===== src/rtl/fifo_wr_arb.sv =====
// fifo_wr_arb: burst-locking arbiter sharing one FIFO write port among NREQ requesters.
// Define FIFO_ARB_FIXED_PRIO_EN for lowest-index-wins priority instead of round-robin.
module fifo_wr_arb #(
  parameter int NREQ   = 4,
  parameter int DWIDTH = 32,
  parameter int BURST  = 4
) (
  input  logic                    clk,
  input  logic                    rst_n,
  input  logic [NREQ-1:0]         req,
  input  logic [NREQ*DWIDTH-1:0]  wdata_in,
  output logic [NREQ-1:0]         ack,
  input  logic                    fifo_full,
  output logic                    fifo_we,
  output logic [DWIDTH-1:0]       fifo_wdata,
  output logic [$clog2(NREQ)-1:0] owner,
  output logic                    busy
);

  localparam int OW = $clog2(NREQ);
  localparam int CW = $clog2(BURST + 1);
  localparam int unsigned NR = NREQ;
  localparam logic [CW-1:0] LAST = CW'(BURST - 1);

  typedef enum logic {ST_IDLE, ST_BURST} state_t;

  state_t        state_q, state_d;
  logic [OW-1:0] owner_q, owner_d;
  logic [CW-1:0] cnt_q, cnt_d;
  logic [OW-1:0] winner;
  logic          found;
  logic          exit_burst;
  int unsigned   base;
  int unsigned   idx;

  logic [DWIDTH-1:0] words [NREQ];
  for (genvar g = 0; g < NREQ; g++) begin : g_words
    assign words[g] = wdata_in[g*DWIDTH +: DWIDTH];
  end

`ifdef FIFO_ARB_FIXED_PRIO_EN
  assign base = '0;
`else
  logic [OW-1:0] ptr_q, ptr_d, next_ptr;

  assign next_ptr = (owner_q == OW'(NREQ - 1)) ? '0 : owner_q + OW'(1);
  assign ptr_d    = exit_burst ? next_ptr : ptr_q;
  assign base     = 32'(ptr_q);

  always_ff @(posedge clk or negedge rst_n) begin
    if (!rst_n) ptr_q <= '0;
    else        ptr_q <= ptr_d;
  end
`endif

  // Scan upward from base, wrapping; the first requester found wins.
  always_comb begin
    winner = '0;
    found  = 1'b0;
    idx    = '0;
    for (int unsigned k = 0; k < NR; k++) begin
      idx = (base + k) % NR;
      if (!found && req[OW'(idx)]) begin
        winner = OW'(idx);
        found  = 1'b1;
      end
    end
  end

  always_comb begin
    state_d    = state_q;
    owner_d    = owner_q;
    cnt_d      = cnt_q;
    exit_burst = 1'b0;
    fifo_we    = 1'b0;
    fifo_wdata = '0;
    ack        = '0;
    unique case (state_q)
      ST_IDLE: begin
        if (found) begin
          owner_d = winner;
          cnt_d   = '0;
          state_d = ST_BURST;
        end
      end
      ST_BURST: begin
        fifo_wdata   = words[owner_q];
        fifo_we      = req[owner_q] & ~fifo_full;
        ack[owner_q] = fifo_we;
        if (fifo_we) cnt_d = cnt_q + CW'(1);
        // A stall keeps ownership; only a completed burst or a dropped req releases.
        if ((fifo_we && cnt_q == LAST) || !req[owner_q]) begin
          exit_burst = 1'b1;
          state_d    = ST_IDLE;
        end
      end
      default: state_d = ST_IDLE;
    endcase
  end

  always_ff @(posedge clk or negedge rst_n) begin
    if (!rst_n) begin
      state_q <= ST_IDLE;
      owner_q <= '0;
      cnt_q   <= '0;
    end else begin
      state_q <= state_d;
      owner_q <= owner_d;
      cnt_q   <= cnt_d;
    end
  end

  assign busy  = (state_q == ST_BURST);
  assign owner = owner_q;

endmodule


===== config.mk =====
export PLATFORM = sky130hd
export DESIGN_NAME = fifo_wr_arb
export DESIGN_NICKNAME = d
export VERILOG_FILES = /design/src/rtl/fifo_wr_arb.sv
export SDC_FILE = /design/constraint.sdc
export NUM_CORES = 1
export LEC_CHECK = 0
export CAP_MARGIN = 20
export CORE_ASPECT_RATIO = 1.4
export CORE_MARGIN = 10
export CORE_UTILIZATION = 31
export CTS_CLUSTER_SIZE = 25
export DETAILED_ROUTE_END_ITERATION = 8
export GPL_TIMING_DRIVEN = 0
export PLACE_DENSITY = 0.88
export SYNTH_ARGS = -nofsm -noshare
export SYNTH_HDL_FRONTEND = slang
export SYNTH_SLANG_ARGS = --single-unit

===== constraint.sdc =====
create_clock -name clk -period 5.35 [get_ports clk]
set_input_delay 0.535 -clock clk [delete_from_list [all_inputs] [get_ports clk]]
set_output_delay 0.535 -clock clk [all_outputs]
set_load 0.02 [all_outputs]

## Word-level counts from Yosys, hierarchy flattened

Index checks and enable logic that the tools add are counted.

| storage, ports and cells | value |
|---|---|
| bits in registers | 8 |
| input bits | 135 |
| output and inout port bits | 40 |
| logic and storage cells | 72 |

| operators by class | value |
|---|---|
| $add $sub $neg | 5 |
| magnitude comparators | 7 |
| eq/ne operators | 4 |
| mux-type cells | 35 |
| bitwise gates (word level) | 5 |
| reductions and logical operators | 12 |

Operators by type and width:

| kind | count |
|---|---|
| 32-bit two-way mux | 3 |
| 32-bit binary-select mux with 2-bit select | 1 |
| 2-bit by 3-bit less-than comparator with 1-bit output, second input constant | 5 |
| 1-bit two-way mux | 15 |
| 1-bit binary-select mux with 2-bit select | 5 |
| 2-bit two-way mux | 5 |
| 3-bit two-way mux | 2 |
| 3-bit one-hot mux with 2 select lines | 1 |
| 1-bit logical AND | 5 |
| 2-bit by 1-bit adder with 2-bit output, second input constant | 2 |
| 2-bit adder, second input constant | 2 |
| 4-bit bitwise AND | 1 |
| 1-bit logical NOT | 4 |
| 4-bit two-way mux | 1 |
| 2-bit AND reduction | 2 |
| 3-bit by 1-bit adder with 3-bit output, second input constant | 1 |
| 3-bit by 2-bit equality test with 1-bit output, second input constant | 1 |
| 3-bit greater-or-equal comparator, second input constant | 1 |
| 2-bit NOT with 3-bit output | 1 |
| 1-bit demux with 2-bit select | 1 |
| 2-bit equality test, second input constant | 1 |
| 2-bit by 1-bit greater-or-equal comparator with 1-bit output, second input constant | 1 |
| 2-bit by 1-bit != test with 1-bit output, second input constant | 1 |
| 2-bit != test, second input constant | 1 |
| other kinds (4) | 5 |

## Logic depth before layout (Yosys ltp)

Gate-level depths: netlist of the first run.

| logic depth | value |
|---|---|
| depth in word-level cells | 14 |
| gate-level depth with buffers | 5 |
| mapped depth without buffers | 5 |

## Least setup slack after synthesis of the first run

Ideal clock, no wire load.

| timing path | value |
|---|---|
| path kind | register -> output |
| start point | register owner_q[0], in the netlist owner[0] |
| end point | output port ack[0] |
| arrival time | 1.762 ns |
| required time | 4.815 ns |
| path slack | 3.053 ns |
| cell stages (with the launch flop) | 6 |
| path buffers | 2 |
| path through | dfrtp_1 -> buf_6 -> mux4_2 -> and3b_1 -> buf_6 -> and2_1 |

| on the way | value |
|---|---|
| word-level cells in the longest chain between the ends | 6 |
| elaborated cells between the ends (all ways) | 10 |
| classes of those cells | order compare (2); mux (5); bitwise (2); reduce/logical (1) |

Ends and longest elaborated chain:

| what | RTL line | RTL |
|---|---|---|
| start, declared | 28 | `logic [OW-1:0] owner_q, owner_d;` |
| start signal, assigned | 108 | `owner_q <= owner_d;` |
| 2-bit by 3-bit less-than comparator with 1-bit output (implied by the code) / 2-bit by 1-bit greater-or-equal comparator with 1-bit output (equally long branches) | 89 | `ack[owner_q] = fifo_we;` |
| 1-bit logical AND (implied by the code) | 89 |  |
| 1-bit two-way mux (implied by the code) | 89 |  |
| 1-bit demux with 2-bit select | 89 |  |
| 4-bit bitwise AND (no line) * | - |  |
| 4-bit two-way mux * | 78 | `unique case (state_q)` |
| end, declared | 12 | `output logic [NREQ-1:0] ack,` |

Mark *: on every way between the ends. The rest lies on a longest branch, timed or not. The select of a mux whose other input is x is not followed.

## Worst setup path after layout of the first run

| timing path | value |
|---|---|
| start point | register owner_q[1], in the netlist owner[1] |
| end point | output port fifo_wdata[1] |

| on the way | value |
|---|---|
| word-level cells in the longest chain between the ends | 5 |

Ends and longest elaborated chain:

| what | RTL line | RTL |
|---|---|---|
| 2-bit NOT with 3-bit output (implied by the code) | 87 | `fifo_wdata = words[owner_q];` |
| 32-bit binary-select mux with 2-bit select | 87 |  |
| 32-bit two-way mux (implied by the code) (2 in series) | 87 |  |
| 32-bit two-way mux | 78 |  |
| end, declared | 15 | `output logic [DWIDTH-1:0] fifo_wdata,` |

No other way between the ends. The select of a mux whose other input is x is not followed.

==> out/summary.txt, run 1 <==
Run status: finished clean
Initial DRC Count: 47
H-tree depth: 1
Ys Warns: 0
Pins Over Slew Limit: 0
Layout cell share with drive strength beyond 1: 14.2%
Post-CTS Setup Bufs: 0
Filler instances: 385
Seq pwr share: 7.8%
Startpoint Class: flip-flop
Layout Skew: 0.00119 ns
Post-DRT Antenna Nets: 0
Diode count: 0
DRC viols: 0
Switching Fraction: 43.2%
Fin. Hold Viols: 0
Initial Util: 32.4%
# hold bufs at CTS: 0
Yosys top cell by area: mux4_2
Design Area, Final: 3460 µm²
Clock Latency Late Sink: 0.23 ns
Initial antenna violation count: 0
Post-synthesis sequential area ratio: 12.6%
Max Root-Sink Buffers: 2
Top cells by count, synth: 36 x and2_1, 33 x mux4_2, 8 x dfrtp_1
Syn_nets: 280
Pleak: 0.00128 µW
Post-synth EDFFs: 0
Most frequent cell after synthesis: and2_1
TNS Setup: 0 ns
Max Clk Rate: 0.308 GHz
Total Routing Usage GR: 19.8%
Fin nets: 459
Worst endpoint required time: 4.82 ns
Port bufs: 174
Syn Area/Cell: 11.5 µm²
Site Rows: 30
Hold crit path type: reg2reg
Top FF cell, synth: dfrtp_1
Post-synth ARST share: 100%
Combinational fraction of design power: 87.2%
Die ar.: 8450 µm²
P_sw: 640 µW
#FFs+latches synth: 8
Cells after synthesis: 139
Dpl ws: 2.17 ns
Die height: 105 µm
Total core area: 4920 µm²
I/O pins: 175
Mapped cell area: 1590 µm²
Fin crit share: 60.7%
Maximum capacitance violations: 0
Post-place instance area: 3410 µm²
Vias: 1972
Worst-path clk slew: 0.04 ns
Clock power share: 5.0%
Clock buffer count from CTS: 3
Overall Power: 1480 µW
Worst-margin pin slew: 0.916 ns
TritonCTS clock tree: built
Area Growth Syn to Fin: 117%
CTS Root Cell: clkbuf_8
Die W: 80.6 µm
Final setup fails: 0
Crit path DAT: 2.71 ns
Worst-path maximum fanout: 10
Total grt overflow: 0
RSZ-0062 raised after global routing: false
Placer Congestion: 0.895
Post-synth cell types: 32
Critical Path End Type: output pin
Final worst slack: 2.10 ns
Largest net degree at the start of global routing: 11
Final WL: 8.62 mm
First-pass GRT wire length: 12.8 mm
Post-CTS sizing: 0
Slew Limit Headroom: 38.4%
Worst ir drop on vdd: 0.000163 V
Vias in the first global route: 2198
Final hold slack: 0.549 ns
PwrDens: 428 nW/µm²
CTS Sinks: 8
Synth area leaders: mux4_2 47%, and2_1 14%, dfrtp_1 13%
Pint: 840 µW
DR WL/cell: 22.7 µm
First-pass DRT Iterations: 6
Post-layout min period: 3.25 ns
Detail-routed via count per cell: 5.19
Share of the synthesized area in the top cell type: 46.7%
DP HPWL: 7.82 mm
Setup CP Type: reg2out
==> placed cells by master (no fill, tap or decap) <==
cell type / instances
mux4_2: 33
o21ai_0: 3
o2bb2ai_1: 1
ha_1: 6
o211ai_1: 2
inv_1: 4
nand3b_1: 2
clkbuf_8: 3
nand4b_1: 1
and3_1: 1
a21boi_1: 1
mux2i_1: 1
nand3_1: 1
nand2_1: 4
a21boi_0: 1
o21a_1: 2
nand4bb_1: 1
nand2b_1: 3
or2_2: 1
nor2b_1: 2
clkdlybuf4s50_1: 174
buf_2: 4
clkbuf_1: 7
o41ai_1: 2
nor4_1: 1
nor3b_1: 1
mux2_2: 2
and2_1: 36
dfrtp_1: 8
buf_6: 2
a21oi_1: 1
and3b_1: 2
buf_1: 1
nor2_1: 2
==> power by group through the flow <==
stage	combinational, µW	clock (µW)	sequential, µW
after floorplan	758	0	123
after global placement	1290	0	114
after detailed placement	1310	0	116
after CTS	1310	73.0	116
after global routing	1380	76.5	121
final	1290	73.9	115
==> logic make-up after synthesis <==
group | Yosys count | share of synthesized area [%]
mux | 36 | 48.7
buf+inv | 18 | 5.50
fa+ha+maj | 6 | 4.71
compound gates | 13 | 5.73
flops | 8 | 12.6
simple gates | 58 | 22.8
==> registers in the layout, summed over array words and instances, names as in the netlist <==
| signal | count |
|---|---|
| ptr_q | 2 |
| cnt_q | 3 |
| owner | 2 |
| busy | 1 |
==> worst max-delay path: stages, from the launching register on <==
cell and delay [ns]:
dfrtp_1 0.39, clkbuf_1 0.41, clkbuf_1 0.55, mux4_2 0.39, and2_1 0.17, clkdlybuf4s50_1 0.56
==> area by class of cell <==
cell class | count | area [µm²] | area share [%]
flip-flops and latches | 8 | 200 | 5.79
multi-input cells | 113 | 1310 | 37.8
plain buffers | 14 | 72.6 | 2.10
repair buffers | 174 | 1740 | 50.4
well taps | 64 | 80.1 | 2.32
inverters | 4 | 15.0 | 0.434
clock buffers | 3 | 41.3 | 1.19
==> per-stage QoR <==
stage          utilization, %  std cells
6_report                 70.3        380
5_1_grt                  70.3        380
4_1_cts                  70.3        380
3_5_place_dp             69.4        377
3_3_place_gp             69.4        377
2_1_floorplan               -        139
==> metal layers <==
metal	vias to the layer above	part of all wire, %	track usage [%]
li1	895	-	-
met1	947	33	19.5
met2	120	54	37.0
met3	10	12	7.38
met4	0	1.3	4.17
met5	-	0	0
==> final timing paths <==
kind	end	cells after the start	slack [ns]	startpoint
setup / recovery	fifo_wdata[1]	5	2.10	owner[1]$_DFFE_PN0P_
hold / removal	cnt_q[2]$_DFFE_PN0P_	2	0.55	cnt_q[2]$_DFFE_PN0P_
setup reg to reg	ptr_q[1]$_DFFE_PN0P_	5	3.24	owner[1]$_DFFE_PN0P_
hold reg to reg	cnt_q[2]$_DFFE_PN0P_	2	0.55	cnt_q[2]$_DFFE_PN0P_
max in group asynchronous	owner[1]$_DFFE_PN0P_	1	4.49	rst_n
min in group asynchronous	cnt_q[2]$_DFFE_PN0P_	1	0.59	rst_n
No activity file was read; power rests on OpenSTA's default activity.
==> run 2: changes to the inputs <==
Settings changed: CORE_UTILIZATION 31 to 26, PLACE_DENSITY 0.88 to 0.79.
Clock period 5.35 ns to 2.6 ns, I/O delays scaled along.
==> run 2 against run 1 <==
Against the previous run: die area is 15% higher; non-clock buffer count did not move; clock power rose by 110%; count of clock-buffer cells in the layout unchanged; first-iteration DRC count down 8.5%; final cell count increased by 1.6%; highest routed layer is now met5.
==> out/summary.txt, run 2 (synthesis gave the netlist of run 1 again) <==
Slew Limit Headroom: 38.5%
Pleak: 0.00161 µW
R2R setup slack: 0.71 ns
Post-layout min period: 2.50 ns
Worst ir drop on vdd: 0.000344 V
Total core area: 5900 µm²
Detail-routed via count per cell: 5.20
Dpl ws: -0.123 ns
Run status: finished clean
Final WL: 8.81 mm
Fin nets: 459
Setup CP Type: reg2out
Diode count: 0
Commonest non-fill, non-tap cell in the layout: clkdlybuf4s50_1
Maximum capacitance violations: 0
Initial DRC Count: 43
# hold bufs at CTS: 0
Vias: 2006
Layout Skew: 0.00309 ns
Initial antenna violation count: 1
I/O pins: 175
Vias in the first global route: 2232
CTS Sinks: 8
PwrDens: 862 nW/µm²
Final worst slack: 0.0966 ns
Die W: 86.2 µm
DR WL/cell: 22.8 µm
DP HPWL: 7.77 mm
TritonCTS clock tree: built
Final setup fails: 0
CTS Root Cell: clkbuf_8
Fin cells: 386
Total Routing Usage GR: 17.1%
Total grt overflow: 0
Port bufs: 174
Clock Latency Late Sink: 0.23 ns
H-tree depth: 1
Die height: 113 µm
Crit path DAT: 2.24 ns
Final hold slack: 0.306 ns
Post-DRT Antenna Nets: 0
First-pass GRT wire length: 13.0 mm
Critical Path End Type: output pin
Die ar.: 9700 µm²
Layout cell share with drive strength beyond 1: 15.5%
Max Clk Rate: 0.399 GHz
Initial Util: 27.0%
Clock buffer count from CTS: 3
Max reg flops: 3
TNS Setup: 0 ns
Fin crit share: 96.3%
Worst-path clk slew: 0.04 ns
First-pass DRT Iterations: 4
Largest net degree at the start of global routing: 11
Worst-margin pin slew: 0.914 ns
Placer Congestion: 0.870
Final core occ: 59.9%
Worst-path maximum fanout: 10
Filler instances: 537
Startpoint Class: flip-flop
Area Growth Syn to Fin: 122%
Pins Over Slew Limit: 0
Fin. Hold Viols: 0
Site Rows: 33
Hold crit path type: in2async
DRC viols: 0
Most frequent cells in the layout: 146 x clkdlybuf4s50_1, 36 x and2_1, 33 x mux4_2
Top reg by flops: cnt_q
Worst endpoint required time: 2.34 ns
Max Root-Sink Buffers: 2
Dpl cells: 383
RSZ-0062 raised after global routing: false
-- run 2: cell types whose count changed in the layout (fill, tap and decap cells not counted), moves of 3 or more --
cell,delta
buf_2,-3
buf_6,+3
clkbuf_1,-3
clkdlybuf4s50_1,-28
dlygate4sd2_1,+6
dlymetal6s2s_1,+22
-- run 2: metal layers --
metal	vias up	routed length, µm	track usage (%)
li1	895	-	-
met3	17	934	7.31
met4	2	226	5.84
met2	130	4360	29.7
met1	962	3270	17.8
met5	-	18	0
-- run 2: critical path: stages, from the launching register on --
cell,delay (ns)
dfrtp_1,0.41
buf_6,0.20
buf_6,0.20
mux4_2,0.50
and2_1,0.16
clkdlybuf4s50_1,0.54
-- run 2: final timing paths --
kind	startpoint	endpoint	cells after the start
worst max-delay path	owner[0]$_DFFE_PN0P_	fifo_wdata[21]	5
worst min-delay path	rst_n	busy$_DFF_PN0_	1
worst max register to register	owner[0]$_DFFE_PN0P_	ptr_q[1]$_DFFE_PN0P_	4
worst min register to register	cnt_q[2]$_DFFE_PN0P_	cnt_q[2]$_DFFE_PN0P_	2
max in group asynchronous	rst_n	ptr_q[1]$_DFFE_PN0P_	1
min in group clk	cnt_q[2]$_DFFE_PN0P_	cnt_q[2]$_DFFE_PN0P_	2
-- run 2: cell type report --
class / count / area [µm²] / area share, %
Buffer: 14 / 101 / 2.86
Clock buffer: 3 / 41.3 / 1.17
Inverter: 4 / 15.0 / 0.424
Multi-Input combinational cell: 113 / 1310 / 36.9
Sequential cell: 8 / 200 / 5.66
Tap cell: 70 / 87.6 / 2.47
Timing Repair Buffer: 174 / 1790 / 50.5
-- run 2: per-stage QoR --
stage / total power (µW) / area, µm²
after floorplan: 1810 / 1590
after global placement: 2910 / 3420
after detailed placement: 2960 / 3420
after CTS: 3130 / 3470
after global routing: 3270 / 3540
final: 3050 / 3540
-- run 2: what timing repair did --
action | in CTS | in global routing
gates resized for setup | 13 | 29
setup buffers | 0 | 0
setup endpoints to repair | 33 | 28
pin swaps | 0 | 0
-- run 2: report_power, final --
| part | total (µW) | internal [µW] | switching [µW] |
|---|---|---|---|
| logic | 2660 | 1440 | 1220 |
| registers | 237 | 180 | 57.4 |
| clock network | 154 | 101 | 53.2 |
